## src/rtl/lsu_pkg.sv

```systemverilog
// lsu_pkg: shared types and helpers for the load/store alignment unit.
//   size_e       access size encoding (byte / half / word / reserved)
//   lsu_state_e  beat sequencer states
//   LANE_MASK    unshifted byte-lane mask per access size
//   align_mask   address bits that must be zero for a naturally aligned access
//   extend_load  truncate right-justified load data to size, then sign/zero extend
package lsu_pkg;

   typedef enum logic [1:0] {SZ_B, SZ_H, SZ_W, SZ_RSV} size_e;

   typedef enum logic [1:0] {IDLE, BEAT0, BEAT1, RESP} lsu_state_e;

   // Indexed by size_e; reserved size touches no lanes.
   localparam logic [3:0][3:0] LANE_MASK = {4'h0, 4'hF, 4'h3, 4'h1};

   function automatic logic [1:0] align_mask(input size_e size);
      case (size)
         SZ_H:    return 2'b01;
         SZ_W:    return 2'b11;
         default: return 2'b00;
      endcase
   endfunction

   function automatic logic [31:0] extend_load(input logic [31:0] data,
                                               input size_e       size,
                                               input logic        is_unsigned);
      case (size)
         SZ_B:    return is_unsigned ? {24'h0, data[7:0]}  : {{24{data[7]}}, data[7:0]};
         SZ_H:    return is_unsigned ? {16'h0, data[15:0]} : {{16{data[15]}}, data[15:0]};
         default: return data;
      endcase
   endfunction

endpackage

```

## src/rtl/lsu_align_if.sv

```systemverilog
// lsu_align_if: request/response handshake plus memory data port of the LSU.
//   req_*   execute-stage request (valid/ready), sampled only on acceptance
//   resp_*  one-cycle completion pulse with extended load data and error flag
//   data_*  word-aligned memory port; data_rdata is combinational from memory
// Modports: slave = the LSU itself, master = execute stage + memory side.
interface lsu_align_if #(parameter int ADDR_W = 32);

   logic              req_valid;
   logic              req_ready;
   logic              req_we;
   logic [1:0]        req_size;
   logic              req_unsigned;
   logic [ADDR_W-1:0] req_addr;
   logic [31:0]       req_wdata;
   logic              resp_valid;
   logic [31:0]       resp_rdata;
   logic              resp_err;
   logic [ADDR_W-1:0] data_addr;
   logic [31:0]       data_wdata;
   logic [3:0]        data_we;
   logic              data_re;
   logic [31:0]       data_rdata;

   modport slave (
      input  req_valid, req_we, req_size, req_unsigned, req_addr, req_wdata, data_rdata,
      output req_ready, resp_valid, resp_rdata, resp_err,
             data_addr, data_wdata, data_we, data_re
   );

   modport master (
      output req_valid, req_we, req_size, req_unsigned, req_addr, req_wdata, data_rdata,
      input  req_ready, resp_valid, resp_rdata, resp_err,
             data_addr, data_wdata, data_we, data_re
   );

endinterface

```

## src/rtl/lsu_lane_shift.sv

```systemverilog
// lsu_lane_shift: combinational lane datapath shared by the beat and response paths.
//   off/size/is_unsigned  captured request attributes
//   wdata                 right-justified store data
//   lo/hi                 load words captured in BEAT0/BEAT1
//   wdata_sh              store data shifted into a two-word (64-bit) lane window
//   mask                  8-bit byte-lane mask over the same two-word window
//   rdata_ext             load data shifted down, truncated and extended
module lsu_lane_shift
   import lsu_pkg::*;
(
   input  logic [1:0]  off,
   input  size_e       size,
   input  logic        is_unsigned,
   input  logic [31:0] wdata,
   input  logic [31:0] lo,
   input  logic [31:0] hi,
   output logic [63:0] wdata_sh,
   output logic [7:0]  mask,
   output logic [31:0] rdata_ext
);

   logic [31:0] rd_shifted;

   assign wdata_sh   = {32'h0, wdata} << {off, 3'b000};
   assign mask       = {4'h0, LANE_MASK[size]} << off;
   // Bytes beyond the access size come from the stale other word; extend_load drops them.
   assign rd_shifted = 32'({hi, lo} >> {off, 3'b000});
   assign rdata_ext  = extend_load(rd_shifted, size, is_unsigned);

endmodule

```

## src/rtl/lsu_align.sv

```systemverilog
// lsu_align: load/store unit in front of the unified memory data port.
//   clk   rising-edge clock
//   rst   asynchronous active-high reset
//   bus   lsu_align_if.slave: req_* handshake in, resp_* pulse out, data_* memory port
// Accesses crossing a word boundary are split into BEAT0 (low word) and BEAT1
// (next word, address wraps modulo 2^ADDR_W).
// Build option: define LSU_MISALIGN_TRAP_EN to trap misaligned half/word accesses
// (resp_err, no memory traffic) instead of splitting them.
module lsu_align
   import lsu_pkg::*;
#(
   parameter int ADDR_W = 32
)
(
   input  logic        clk,
   input  logic        rst,
   lsu_align_if.slave  bus
);

   lsu_state_e        state, state_nxt;
   logic              we_q, uns_q, err_q, err_nxt;
   size_e             size_q;
   logic [ADDR_W-1:0] addr_q;
   logic [31:0]       wdata_q, lo_q, hi_q;
   logic              accept, misalign;
   logic [ADDR_W-1:0] word_addr;
   logic [63:0]       wsh;
   logic [7:0]        mask;
   logic [31:0]       rdata_ext;

   assign accept    = (state == IDLE) && bus.req_valid;
   assign word_addr = {addr_q[ADDR_W-1:2], 2'b00};

`ifdef LSU_MISALIGN_TRAP_EN
   assign misalign = (bus.req_addr[1:0] & align_mask(size_e'(bus.req_size))) != 2'b00;
`else
   assign misalign = 1'b0;
`endif

   assign err_nxt = (size_e'(bus.req_size) == SZ_RSV) || misalign;

   lsu_lane_shift u_shift (
      .off         (addr_q[1:0]),
      .size        (size_q),
      .is_unsigned (uns_q),
      .wdata       (wdata_q),
      .lo          (lo_q),
      .hi          (hi_q),
      .wdata_sh    (wsh),
      .mask        (mask),
      .rdata_ext   (rdata_ext)
   );

   always_ff @(posedge clk or posedge rst) begin
      if (rst) begin
         state <= IDLE;
         err_q <= 1'b0;
      end else begin
         state <= state_nxt;
         if (accept) err_q <= err_nxt;
      end
   end

   // Request and load-data holding registers need no reset: every use is gated by state.
   always_ff @(posedge clk) begin
      if (accept) begin
         we_q    <= bus.req_we;
         size_q  <= size_e'(bus.req_size);
         uns_q   <= bus.req_unsigned;
         addr_q  <= bus.req_addr;
         wdata_q <= bus.req_wdata;
      end
      if (state == BEAT0 && !we_q) lo_q <= bus.data_rdata;
      if (state == BEAT1 && !we_q) hi_q <= bus.data_rdata;
   end

   always_comb begin
      state_nxt      = state;
      bus.req_ready  = 1'b0;
      bus.resp_valid = 1'b0;
      bus.resp_rdata = 32'h0;
      bus.resp_err   = 1'b0;
      bus.data_addr  = '0;
      bus.data_wdata = 32'h0;
      bus.data_we    = 4'h0;
      bus.data_re    = 1'b0;
      case (state)
         IDLE: begin
            bus.req_ready = 1'b1;
            if (bus.req_valid) state_nxt = err_nxt ? RESP : BEAT0;
         end
         BEAT0: begin
            bus.data_addr  = word_addr;
            bus.data_we    = we_q ? mask[3:0] : 4'h0;
            bus.data_re    = !we_q;
            bus.data_wdata = wsh[31:0];
            state_nxt      = (mask[7:4] != 4'h0) ? BEAT1 : RESP;
         end
         BEAT1: begin
            bus.data_addr  = word_addr + ADDR_W'(4);
            bus.data_we    = we_q ? mask[7:4] : 4'h0;
            bus.data_re    = !we_q;
            bus.data_wdata = wsh[63:32];
            state_nxt      = RESP;
         end
         RESP: begin
            bus.resp_valid = 1'b1;
            bus.resp_err   = err_q;
            bus.resp_rdata = (we_q || err_q) ? 32'h0 : rdata_ext;
            state_nxt      = IDLE;
         end
         default: state_nxt = IDLE;
      endcase
   end

endmodule

```

## src/flat_wrapper.sv

```systemverilog
// flat-port wrapper written by rule: the top's interface ports become plain ports
module lsu_align_flat import lsu_pkg::*;
#(
   parameter int ADDR_W = 32
)
  (clk, rst, bus_req_valid, bus_req_we, bus_req_size, bus_req_unsigned, bus_req_addr, bus_req_wdata, bus_data_rdata, bus_req_ready, bus_resp_valid, bus_resp_rdata, bus_resp_err, bus_data_addr, bus_data_wdata, bus_data_we, bus_data_re);
  lsu_align_if #(.ADDR_W(ADDR_W)) bus_i ();
  input  logic clk;
  input  logic rst;
  input wire logic [$bits(bus_i.req_valid)-1:0] bus_req_valid;
  input wire logic [$bits(bus_i.req_we)-1:0] bus_req_we;
  input wire logic [$bits(bus_i.req_size)-1:0] bus_req_size;
  input wire logic [$bits(bus_i.req_unsigned)-1:0] bus_req_unsigned;
  input wire logic [$bits(bus_i.req_addr)-1:0] bus_req_addr;
  input wire logic [$bits(bus_i.req_wdata)-1:0] bus_req_wdata;
  input wire logic [$bits(bus_i.data_rdata)-1:0] bus_data_rdata;
  output wire logic [$bits(bus_i.req_ready)-1:0] bus_req_ready;
  output wire logic [$bits(bus_i.resp_valid)-1:0] bus_resp_valid;
  output wire logic [$bits(bus_i.resp_rdata)-1:0] bus_resp_rdata;
  output wire logic [$bits(bus_i.resp_err)-1:0] bus_resp_err;
  output wire logic [$bits(bus_i.data_addr)-1:0] bus_data_addr;
  output wire logic [$bits(bus_i.data_wdata)-1:0] bus_data_wdata;
  output wire logic [$bits(bus_i.data_we)-1:0] bus_data_we;
  output wire logic [$bits(bus_i.data_re)-1:0] bus_data_re;
  assign bus_i.req_valid = bus_req_valid;
  assign bus_i.req_we = bus_req_we;
  assign bus_i.req_size = bus_req_size;
  assign bus_i.req_unsigned = bus_req_unsigned;
  assign bus_i.req_addr = bus_req_addr;
  assign bus_i.req_wdata = bus_req_wdata;
  assign bus_i.data_rdata = bus_data_rdata;
  assign bus_req_ready = bus_i.req_ready;
  assign bus_resp_valid = bus_i.resp_valid;
  assign bus_resp_rdata = bus_i.resp_rdata;
  assign bus_resp_err = bus_i.resp_err;
  assign bus_data_addr = bus_i.data_addr;
  assign bus_data_wdata = bus_i.data_wdata;
  assign bus_data_we = bus_i.data_we;
  assign bus_data_re = bus_i.data_re;
  lsu_align #(.ADDR_W(ADDR_W)) u_core (.clk(clk), .rst(rst), .bus(bus_i));
endmodule
```

## config.mk

```make
export PLATFORM = sky130hd
export DESIGN_NAME = lsu_align_flat
export DESIGN_NICKNAME = d
export VERILOG_FILES = /design/src/rtl/lsu_pkg.sv /design/src/rtl/lsu_align_if.sv /design/src/rtl/lsu_lane_shift.sv /design/src/rtl/lsu_align.sv /design/src/flat_wrapper.sv
export SDC_FILE = /design/constraint.sdc
export NUM_CORES = 1
export LEC_CHECK = 0
export CORE_UTILIZATION = 32
export DETAILED_ROUTE_END_ITERATION = 7
export DONT_BUFFER_PORTS = 1
export GPL_TIMING_DRIVEN = 0
export SYNTH_ARGS = -nofsm -noshare
export SYNTH_HDL_FRONTEND = slang
export SYNTH_SLANG_ARGS = --single-unit
```

## constraint.sdc

```tcl
create_clock -name clk -period 3.51 [get_ports clk]
set_input_delay 0.702 -clock clk [delete_from_list [all_inputs] [get_ports clk]]
set_output_delay 0.702 -clock clk [all_outputs]
set_load 0.03 [all_outputs]
```

Word level (Yosys, flattened, before mapping)
Cells that the tools add are included.
Word-level totals
  input port bits: 103
  register bits after elaboration: 135
  word-level logic and storage cells: 49
Cells by class
  equality and inequality tests: 6
  magnitude comparators: 1
  reduce and logical (&&, ||, !) cells: 9
  muxes and demuxes: 20
  add/sub/neg operators: 1
  shift-type cells: 3
Operator list (count)
  32-bit case mux with 2 select lines: 3
  32-bit two-way mux: 4
  32-bit by 5-bit << shifter with 64-bit output: 1
  64-bit by 5-bit >> shifter with 32-bit output: 1
  32-bit by 3-bit adder with 32-bit output (second input constant): 1
  4-bit two-way mux: 3
  4-bit binary-select mux with 2-bit select: 1
  2-bit case mux with 4 select lines: 1
  4-bit case mux with 2 select lines: 1
  4-bit by 2-bit << shifter with 8-bit output: 1
  2-bit == test (second input constant): 3
  1-bit two-way mux: 5
  2-bit by 1-bit == test with 1-bit output (second input constant): 2
  2-bit zero test: 2
  2-bit two-way mux: 2
  4-bit nonzero test: 1
  1-bit logical AND: 3
  2-bit by 3-bit < comparator with 1-bit output (second input constant): 1
  2-bit inequality test (second input constant): 1
  2-bit OR reduction: 1
  1-bit zero test: 1
  1-bit logical OR: 1

Longest topological paths before layout
  depth in word-level cells: 6
  depth in mapped cells: 8

Hierarchy
From an unflattened synthesis, not the netlist that was laid out.
Unflattened totals
  cell total of the unflattened synthesis: 695
  area, all modules: 7933.9 um2
Modules (own cells, without submodules)
  lsu_align: instances 1, cells an instance 452, seq. area each 4038.9 um2, area each 5850.6 um2
  lsu_lane_shift: instances 1, cells an instance 243, seq. area each 0.0 um2, area each 2083.2 um2

Worst setup path after synthesis
OpenSTA, ideal clock, no wires.
  path type: reg2out
  start point: register u_core.state[0]
  end point: output port bus_resp_rdata[21]
  arrival: 2471 ps
  setup slack: 337 ps
  cell stages (with the launch flop): 8
  required time: 2808 ps
  cell sequence: dfrtp_1 -> ha_1 -> clkbuf_1 -> nand2_1 -> or3_1 -> clkbuf_1 -> clkbuf_1 -> o21ai_0
On the way
  word-level cells in the longest chain between the ends: 2
RTL lines
  start: declaration: line lsu_align.sv:20  | lsu_state_e state, state_nxt;
  start signal: assignment: line lsu_align.sv:59  | state <= state_nxt;
  2-bit == test: line lsu_align.sv:87  | case (state)
  32-bit two-way mux: line lsu_align.sv:87
  end: declaration: line flat_wrapper.sv:19  | output wire logic [$bits(bus_i.resp_rdata)-1:0] bus_resp_rdata;
Every way passes these cells.

Worst setup path after layout
  start point: register u_core.state[0]
  end point: output port bus_resp_rdata[17]
The elaborated chain is that of the path after synthesis.

==> results.yml <==
timing:
  period_share_pct: 97.8
  setup_tns_ns: 0
  finalHoldViolCount: 0
  slew_viol_final: 0
  fmax_mhz: 291
  period_needed_ns: 3.43
  setup_ws_ns: 0.0766
  finalSetupViolCount: 0
  skew_ns: 0.0183
  worst_pin_slew_ns: 0.916
  slew_headroom_pct: 38.9
  rsz0062_at_grt: "true"
final_layout:
  syn_to_final_growth_pct: 20.3
  drive_above_1_share_pct: 27.5
  nets: 737
  fillerInstances: 2120
  seqCellArea_um2: 3800
  stdcell_count: 919
  fin_area_um2: 8640
  multi_input_area_um2: 3500
synthesis:
  ys_types: 57
  ys_seq_area_share_pct: 52.9
  syn_area_um2: 7180
  synthMuxAreaShare_pct: 14.9
  synth.avg_cell_area_um2: 12.0
  yosysTopAreaCell: "edfxtp_1"
  synth_most_common_cell: "edfxtp_1"
  synth_compound_area_share_pct: 13.8
  synthTopCellsByCount: "edfxtp_1 (124), nand2_1 (60), nor2_1 (38)"
  synthSimpleGateAreaFrac_pct: 12.6
  ys_top_cells_by_area: "edfxtp_1 (52%), mux4_2 (9.7%), mux2i_1 (4.2%)"
  yosys.area_share.xor_xnor_pct: 0
  ys_warn_count: 0
  ys.flop_type: "edfxtp_1"
  async_reset_ff_share_pct: 2.36
  synthCells: 599
  synth_seq_cells: 127
  synth_top_family_by_area: "multiplexers"
  synth_edf_count: 124
  yosysTopAreaCellShare_pct: 51.9
  synth-adder-area-share_pct: 1.74
cts:
  clkSinkCount: 127
  clockRootBuffer: "clkbuf_16"
  cts-htree-levels: 4
  cts_buffers: 17
  clk_pin_slew_worst_paths_ns: 0.06
  clock_latency_ns: 0.43
  clockBufferDepth: 2
  hold_buffers: 0
  cts_tree: "done"
drt:
  wl_per_cell_um: 24.4
  drtIter0Drc: 383
  ant_nets: 0
  routed_wl_mm: 22.4
  drcViolationCount: 0
  via_per_inst: 5.84
  dr.pass1.iters: 5
  dr_total_vias: 5371
critical_path:
  worstSetupStartpointType: "flop"
  path_max_fanout: 10
  worst_ep_arrival_time_ns: 2.73
  worstSetupEndpointType: "output port"
  required_ns: 2.81
  crit_type: "reg2out"
  rrSetupSlack_ns: 0.97
die:
  core_um2: 21900
  die_w_um: 152
  die_h_um: 152
  die_area_um2: 23000
  num_rows: 54
  ios: 207
  start_util_pct: 32.8
grt:
  grt_pass1_wl_mm: 32.2
  grt_overflow_total: 0
  grt_start_max_net_pins: 69
  grt_pass1_vias: 5252
  antenna_found_initial: 2
  grt.total_usage_pct: 19.5
placed_design:
  gp_congestion: 0.838
  placed_cells: 882
  placed_cell_area_um2: 7590
  port_buffers: 0
  hpwl_mm: 15.8
  place_ws_ns: -0.627
pwr:
  report.power.total_uw: 7110
  power.density_nw_per_um2: 824
  ir_drop_mv: 0.340
  p_leak_uw: 0.00303
status:
  outcome: "complete, no violations"
run:
  maxCapViolations: 0
worst_hold_path:
  min_path_type: "in2async"
-- path summary, 6_finish.rpt --
| kind | to | start | cells past startpoint |
|---|---|---|---|
| worst max-delay path | bus_resp_rdata[17] | u_core.state[0] | 6 |
| worst min-delay path | u_core.err_q | rst | 1 |
| worst max register to register | u_core.hi_q[4] | u_core.state[0] | 6 |
| worst min register to register | u_core.err_q | u_core.err_q | 2 |
| max in group asynchronous | u_core.state[0] | rst | 1 |
| min in group clk | u_core.lo_q[2] | bus_data_rdata[2] | 0 |
-- per-stage QoR --
stage	hold slack (ns)	util, %
after floorplan	0.456	-
after global placement	0.469	34.4
after detailed placement	0.467	34.7
after CTS	0.00764	38.7
after global routing	0.0165	39.4
final	0.0344	39.4
-- power by group --
part           total [µW]  leakage, µW  switching (µW)  internal, µW
clock network        1770     0.000283             817           955
logic                3070      0.00156            2220           855
registers            2270      0.00118             224          2040
-- state kept, by name (all words and copies together), names as in the netlist --
register	cells
u_core.addr_q	32
u_core.err_q	1
u_core.hi_q	24
u_core.lo_q	32
u_core.size_q	2
u_core.state	2
u_core.uns_q	1
u_core.wdata_q	32
u_core.we_q	1
-- logic make-up (layout without fill, tap and decap cells) --
group                      Yosys count  after routing
DFF                                127            127
and+or+nand+nor                    180            180
other                                1              4
AOI/OAI and AO/OA                  143            143
buffers and inverters               71            108
adders and majority gates           10             10
muxes                               67             67
-- worst max-delay path: stages, from the launching register on --
cell and delay (ns):
dfrtp_1 0.38, ha_2 0.32, clkbuf_4 0.27, nand2_2 0.17, or3_1 0.34, clkbuf_1 0.24, o21ai_1 0.61
-- layout by cell type, fill, tap and decap left out, types with 4 or more instances in the layout --
cell	n
o21ai_4	10
o2bb2ai_1	8
mux2i_1	30
nand2_1	58
o21ai_1	5
buf_2	16
clkbuf_16	17
nand3_1	12
o21ai_0	15
a22oi_1	17
nor2_1	8
nor2_2	26
and2_1	7
o22a_1	13
ha_1	9
edfxtp_1	124
and3_1	20
inv_6	4
clkbuf_2	4
a41oi_1	5
nor2_4	4
nor2b_1	4
mux4_2	31
nor3_1	9
buf_4	6
a31oi_2	7
clkbuf_1	16
nand4_1	6
inv_1	25
a22o_1	4
mux2_2	6
o311ai_1	4
a21oi_1	18
inv_8	5
-- what timing repair did --
action	4_1_cts	5_1_grt
gates cloned	0	0
pin swaps	0	1
buffers inserted	0	4
hold endpoints to repair	0	0
gates resized for setup	81	41
endpoints found under the setup margin	51	70
-- layer usage --
| metal | part of all wire (%) | up-vias | GRT usage, % |
|---|---|---|---|
| met5 | 0 | - | 0 |
| met4 | 2.1 | 0 | 7.97 |
| met3 | 9.5 | 26 | 7.51 |
| met2 | 48 | 275 | 30.9 |
| met1 | 40 | 2673 | 23.6 |
| li1 | - | 2397 | - |
-- final cells by class --
cell class	instances	area share, %
Inverter	27	1.20
Timing Repair Buffer	6	0.840
Clock buffer	17	4.93
Antenna cell	2	0.0580
Buffer	43	2.45
Sequential cell	127	44.0
Clock inverter	15	1.90
Tap cell	280	4.06
Multi-Input combinational cell	402	40.6
Note: power is estimated with default switching activity, not from simulation.
